`src/rtl/mem_access_pkg.sv`:
```
// mem_access_pkg: shared definitions for the main store access sequencer.
//   ADDR_W      - selection register / RAM address width
//   CNT_W       - width of the access-time wait counter (covers 0..15)
//   mem_state_e - sequencer states
//   RAM_W()     - stored word width: data word plus one parity bit
package mem_access_pkg;

   localparam int unsigned ADDR_W = 12;
   localparam int unsigned CNT_W  = 4;

   typedef enum logic [2:0] {
      StIdle,
      StAccess,
      StWait,
      StCapture,
      StDone
   } mem_state_e;

   function automatic int unsigned RAM_W(input int unsigned word_w);
      return word_w + 1;
   endfunction

endpackage

```
`src/rtl/mem_parity_calc.sv`:
```
// mem_parity_calc: odd-parity generator for a data word.
//   i_data - word to protect
//   o_par  - bit that makes {o_par, i_data} contain an odd number of ones
module mem_parity_calc #(
   parameter int unsigned WIDTH = 31
) (
   input  logic [WIDTH-1:0] i_data,
   output logic             o_par
);

   assign o_par = ~^i_data;

endmodule

```
`src/rtl/mem_access.sv`:
```
// mem_access: sequences one read or write of the main store RAM per request.
// A request from the control unit is latched in idle, the RAM is strobed for one
// cycle, the store access time is modelled by a wait counter, the result word is
// captured and a one-cycle done pulse is returned.
//
// Ports:
//   clk, resetn                      - clock, asynchronous active-low reset
//   do_mem_read_from_pu / _write_    - request pulses (write wins if both)
//   sel_value_from_sel               - access address
//   wr_data_from_au                  - word to write
//   rd_data_to_au, mem_value_to_pnl  - last word read or written
//   mem_busy_to_pu, mem_done_to_pu   - access in progress / completion pulse
//   mem_parity_err_to_pnl            - sticky read parity error
//   clr_err_from_pnl                 - clears the parity error flag
//   ram_en/we/addr/wdata, ram_rdata  - single-port synchronous RAM interface
//
// Build option: define MEM_PARITY_EN to store odd parity in ram_wdata[WORD_W]
// and check it on reads; otherwise the parity bit is written as 0 and the error
// flag is tied low.
module mem_access
   import mem_access_pkg::*;
#(
   parameter int unsigned WORD_W        = 31,
   parameter int unsigned ACCESS_CYCLES = 3
) (
   input  logic                      clk,
   input  logic                      resetn,
   input  logic                      do_mem_read_from_pu,
   input  logic                      do_mem_write_from_pu,
   input  logic [ADDR_W-1:0]         sel_value_from_sel,
   input  logic [WORD_W-1:0]         wr_data_from_au,
   output logic [WORD_W-1:0]         rd_data_to_au,
   output logic [WORD_W-1:0]         mem_value_to_pnl,
   output logic                      mem_busy_to_pu,
   output logic                      mem_done_to_pu,
   output logic                      mem_parity_err_to_pnl,
   input  logic                      clr_err_from_pnl,
   output logic                      ram_en,
   output logic                      ram_we,
   output logic [ADDR_W-1:0]         ram_addr,
   output logic [RAM_W(WORD_W)-1:0]  ram_wdata,
   input  logic [RAM_W(WORD_W)-1:0]  ram_rdata
);

   mem_state_e        r_state;
   mem_state_e        w_state_nxt;
   logic [ADDR_W-1:0] r_addr;
   logic [WORD_W-1:0] r_wdata;
   logic              r_wpar;
   logic              r_op_wr;
   logic [CNT_W-1:0]  r_cnt;
   logic [WORD_W-1:0] r_rd;
   logic              w_req;
   logic              w_wpar;

   assign w_req = do_mem_read_from_pu | do_mem_write_from_pu;

   always_comb begin
      w_state_nxt = r_state;
      ram_en      = 1'b0;
      ram_we      = 1'b0;
      unique case (r_state)
         StIdle:    if (w_req) w_state_nxt = StAccess;
         StAccess: begin
            ram_en      = 1'b1;
            ram_we      = r_op_wr;
            w_state_nxt = (r_cnt != '0) ? StWait : StCapture;
         end
         // Counter value n means n wait cycles remain, including this one.
         StWait:    if (r_cnt <= CNT_W'(1)) w_state_nxt = StCapture;
         StCapture: w_state_nxt = StDone;
         StDone:    w_state_nxt = StIdle;
         default:   w_state_nxt = StIdle;
      endcase
   end

   always_ff @(posedge clk or negedge resetn) begin
      if (!resetn) begin
         r_state <= StIdle;
         r_addr  <= '0;
         r_wdata <= '0;
         r_wpar  <= 1'b0;
         r_op_wr <= 1'b0;
         r_cnt   <= '0;
         r_rd    <= '0;
      end else begin
         r_state <= w_state_nxt;
         unique case (r_state)
            StIdle: begin
               if (w_req) begin
                  r_addr  <= sel_value_from_sel;
                  r_wdata <= wr_data_from_au;
                  r_wpar  <= w_wpar;
                  r_op_wr <= do_mem_write_from_pu;
                  r_cnt   <= CNT_W'(ACCESS_CYCLES);
               end
            end
            StWait:    r_cnt <= r_cnt - 1'b1;
            StCapture: r_rd  <= r_op_wr ? r_wdata : ram_rdata[WORD_W-1:0];
            default: ;
         endcase
      end
   end

`ifdef MEM_PARITY_EN
   logic w_rpar;
   logic w_rd_bad;
   logic r_err;

   mem_parity_calc #(
      .WIDTH (WORD_W)
   ) u_par_wr (
      .i_data (wr_data_from_au),
      .o_par  (w_wpar)
   );

   mem_parity_calc #(
      .WIDTH (WORD_W)
   ) u_par_rd (
      .i_data (ram_rdata[WORD_W-1:0]),
      .o_par  (w_rpar)
   );

   assign w_rd_bad = (r_state == StCapture) && !r_op_wr && (w_rpar != ram_rdata[WORD_W]);

   // Set has priority over a clear arriving in the same cycle.
   always_ff @(posedge clk or negedge resetn) begin
      if (!resetn) begin
         r_err <= 1'b0;
      end else if (w_rd_bad) begin
         r_err <= 1'b1;
      end else if (clr_err_from_pnl) begin
         r_err <= 1'b0;
      end
   end

   assign mem_parity_err_to_pnl = r_err;
`else
   logic w_unused_par;

   assign w_wpar                = 1'b0;
   assign w_unused_par          = ^{clr_err_from_pnl, ram_rdata[WORD_W]};
   assign mem_parity_err_to_pnl = 1'b0;
`endif

   assign ram_addr         = r_addr;
   assign ram_wdata        = {r_wpar, r_wdata};
   assign rd_data_to_au    = r_rd;
   assign mem_value_to_pnl = r_rd;
   assign mem_busy_to_pu   = (r_state != StIdle);
   assign mem_done_to_pu   = (r_state == StDone);

endmodule

```
`config.mk`:
```
export PLATFORM = sky130hd
export DESIGN_NAME = mem_access
export DESIGN_NICKNAME = d
export VERILOG_FILES = /design/src/rtl/mem_access_pkg.sv /design/src/rtl/mem_parity_calc.sv /design/src/rtl/mem_access.sv
export SDC_FILE = /design/constraint.sdc
export NUM_CORES = 1
export LEC_CHECK = 0
export ABC_AREA = 1
export BUFFER_PORTS_ARGS = -buffer_cell sky130_fd_sc_hd__buf_2
export CORE_ASPECT_RATIO = 0.8
export CORE_MARGIN = 4
export CORE_UTILIZATION = 45
export CTS_CLUSTER_SIZE = 30
export DETAILED_ROUTE_END_ITERATION = 10
export PLACE_DENSITY = 0.82
export SLEW_MARGIN = 10
export SYNTH_ARGS = -nofsm -noshare
export SYNTH_HDL_FRONTEND = slang
export SYNTH_HIERARCHICAL = 1
export SYNTH_SLANG_ARGS = --single-unit
```
`constraint.sdc`:
```
create_clock -name clk -period 2 [get_ports clk]
set_input_delay 0.3 -clock clk [delete_from_list [all_inputs] [get_ports clk]]
set_output_delay 0.3 -clock clk [all_outputs]
set_load 0.05 [all_outputs]
```
==> metrics <==
outcome complete, no violations; Slew headroom between 60% and 70%; Final Max Tran Viols 0; Num CTS Buffers 9; Seq/Total Area, Yosys 52.3%; worst hold-check path type primary input to flop; Syn Area/Cell 8.70 sq um; initial antenna violation count 0; RSZ-0062 raised after global routing no; Worst Skew a little over 0.005 ns; worst-margin pin slew approximately 0.57 ns; CTS tree done; DRC viols 0; crit start category flop; PostCTS Resize Cnt 0; antenna cells 0; vias in the first global route ~3200; drt wl/cell approximately 13 microns; synth warn 6; share of layout cells above drive strength 1 35.0%; vias ~3300; Clock Sinks 82; Worst setup EP type output pin; multi-input logic area around 0.0012 sq mm; first-pass GRT wire length 15.6 mm; top cells by count, synth nand2_1, dfrtp_1, inv_1, buf_4, nand3_1; area grow syn2layout 23.9%; Initial Util between 40% and 50%; Tmin final roughly 1.7 ns; # Max-Cap Violations 0; die height approximately 92 microns; critical path class flop to output pin; Hold Fails Final Rpt 0; largest fanout on the critical path 7; IO Pins roughly 190; post-synthesis register bit count between 80 and 90; full die area between 0.01 and 0.015 sq mm; PortBufs 186; crit path DAT 1.41 ns; setup TNS 0 ns; Post-synth EDFFs 0; Tcrit/Tclk final a little under nine tenths; final wirelength roughly 9.5 mm; # Post-CTS Setup Buffers 0; Post-DRT Antenna Nets 0; core area 0.00848 sq mm; DRT Pass-1 Iters 4; cell area after synthesis a little under 0.004 sq mm; largest net degree at the start of global routing 63; Post-synth ARST share 100%; Clk Latency, worst-skew pair between 0.3 and 0.4 ns; Root Driver clkbuf_8; library cells used by synthesis 24; Post-CTS Hold Buffers 1; DP HPWL approximately 7.1 mm; top cell type's share of synthesized area about 52%; Mapped Cells between 400 and 500; GR Overflow Total 0; RePlAce Congestion 0.810; Post-synth top flop dfrtp_1; synth top area cells dfrtp_1, nand2_1, buf_4; most common cell in the netlist nand2_1; Clock Tree Buf Depth 2; die width between 100 and 150 microns; vias per cell 4.68; gr usage total a little under a fifth; H-tree depth 3; fin cells approximately 720; Reg clk slew, reported paths about 0.08 ns; FF+latch area just over 0.002 sq mm; placed cells 699; DRT iter0 DRCs 169; Final nets about 700; setup violators final 0; f_max ~580 MHz; required time of the critical path ~1.7 ns; cell taking the most area after synthesis dfrtp_1; Rows 30; fillers 809
cells in the final DEF (no fill, tap or decap):
cell type and count:
buf_2 185, o21ai_0 35, nand3_1 36, o21ai_1 9, inv_1 52, clkbuf_1 1
nor3_1 1, clkinvlp_4 2, nand2_2 1, clkbuf_8 9, clkinv_2 1, conb_1 2
nand2_1 130, nor2_4 2, xor2_1 1, buf_12 2, dlygate4sd3_1 1, buf_4 5
inv_2 1, bufinv_16 2, nand4_1 1, o21a_1 31, a21oi_1 1, nor2_1 6
ha_1 2, nand3b_1 1, nand3_2 1, dfrtp_1 82
registers in the layout, summed over array words and instances, names as in the netlist:
register          cells
r_cnt                 4
r_op_wr               1
r_wdata              31
ram_addr             12
r_state               3
mem_value_to_pnl     31
layout make-up:
class / count / area share, %
Clock inverter: 5 / 1.65
Clock buffer: 10 / 2.63
Multi-Input combinational cell: 260 / 25.7
Sequential cell: 82 / 42.2
Tap cell: 112 / 2.88
Inverter: 53 / 4.09
Timing Repair Buffer: 193 / 20.9
final timing paths:
| path | startpoint | end | slack [ns] | cells after the start |
|---|---|---|---|---|
| max in group asynchronous | resetn | r_wdata[3]$_DFFE_PN0P_ | 0.87 | 3 |
| worst max-delay path | r_state[1]$_DFFE_PN0P_ | ram_we | 0.29 | 4 |
| worst max register to register | r_state[0]$_DFFE_PN0P_ | mem_value_to_pnl[19]$_DFFE_PN0N_ | 0.56 | 5 |
| worst min-delay path | wr_data_from_au[21] | r_wdata[21]$_DFFE_PN0P_ | 0.18 | 3 |
| min in group asynchronous | resetn | mem_value_to_pnl[1]$_DFFE_PN0N_ | 0.50 | 2 |
| worst min register to register | ram_addr[10]$_DFFE_PN0P_ | ram_addr[10]$_DFFE_PN0P_ | 0.49 | 2 |
critical path: stages, from the launching register on:
cell and delay, ns:
dfrtp_1 0.48, nor2_1 0.13, nand2_1 0.09, nor2_1 0.10, buf_2 0.27
per-stage QoR:
stage	hold slack, ns	util, %	cell area, sq um	setup slack, ns
detailed placement	0.331	54.7	4640	0.566
finish	0.184	57.3	4860	0.287
floorplan	0.00441	-	3930	0.0923
global route	0.164	57.3	4860	0.170
global placement	0.321	54.7	4640	0.661
CTS	0.168	57.3	4860	0.266
cells by family (layout without fill, tap and decap cells):
family / Yosys count / in the layout / share of synthesized area (%)
AOI/OAI and AO/OA: 76 / 76 / 11.7
xor gates and xnor gates: 1 / 1 / 0.223
buffers and inverters: 110 / 261 / 16.0
other: 1 / 2 / 0.0956
and+or+nand+nor: 179 / 179 / 19.1
adders and majority gates: 2 / 2 / 0.638
DFF: 82 / 82 / 52.3
metal layers:
layer	vias to the layer above	track usage [%]	part of all wire, %
met5	-	0	0
met4	0	3.60	1.1
met3	12	6.80	8.6
met2	128	32.9	50
met1	1533	22.3	41
li1	1672	-	-
Power is left out: the tool's default activity adds up to more than one toggle a clock period on the data nets, which glitch-free logic cannot reach.
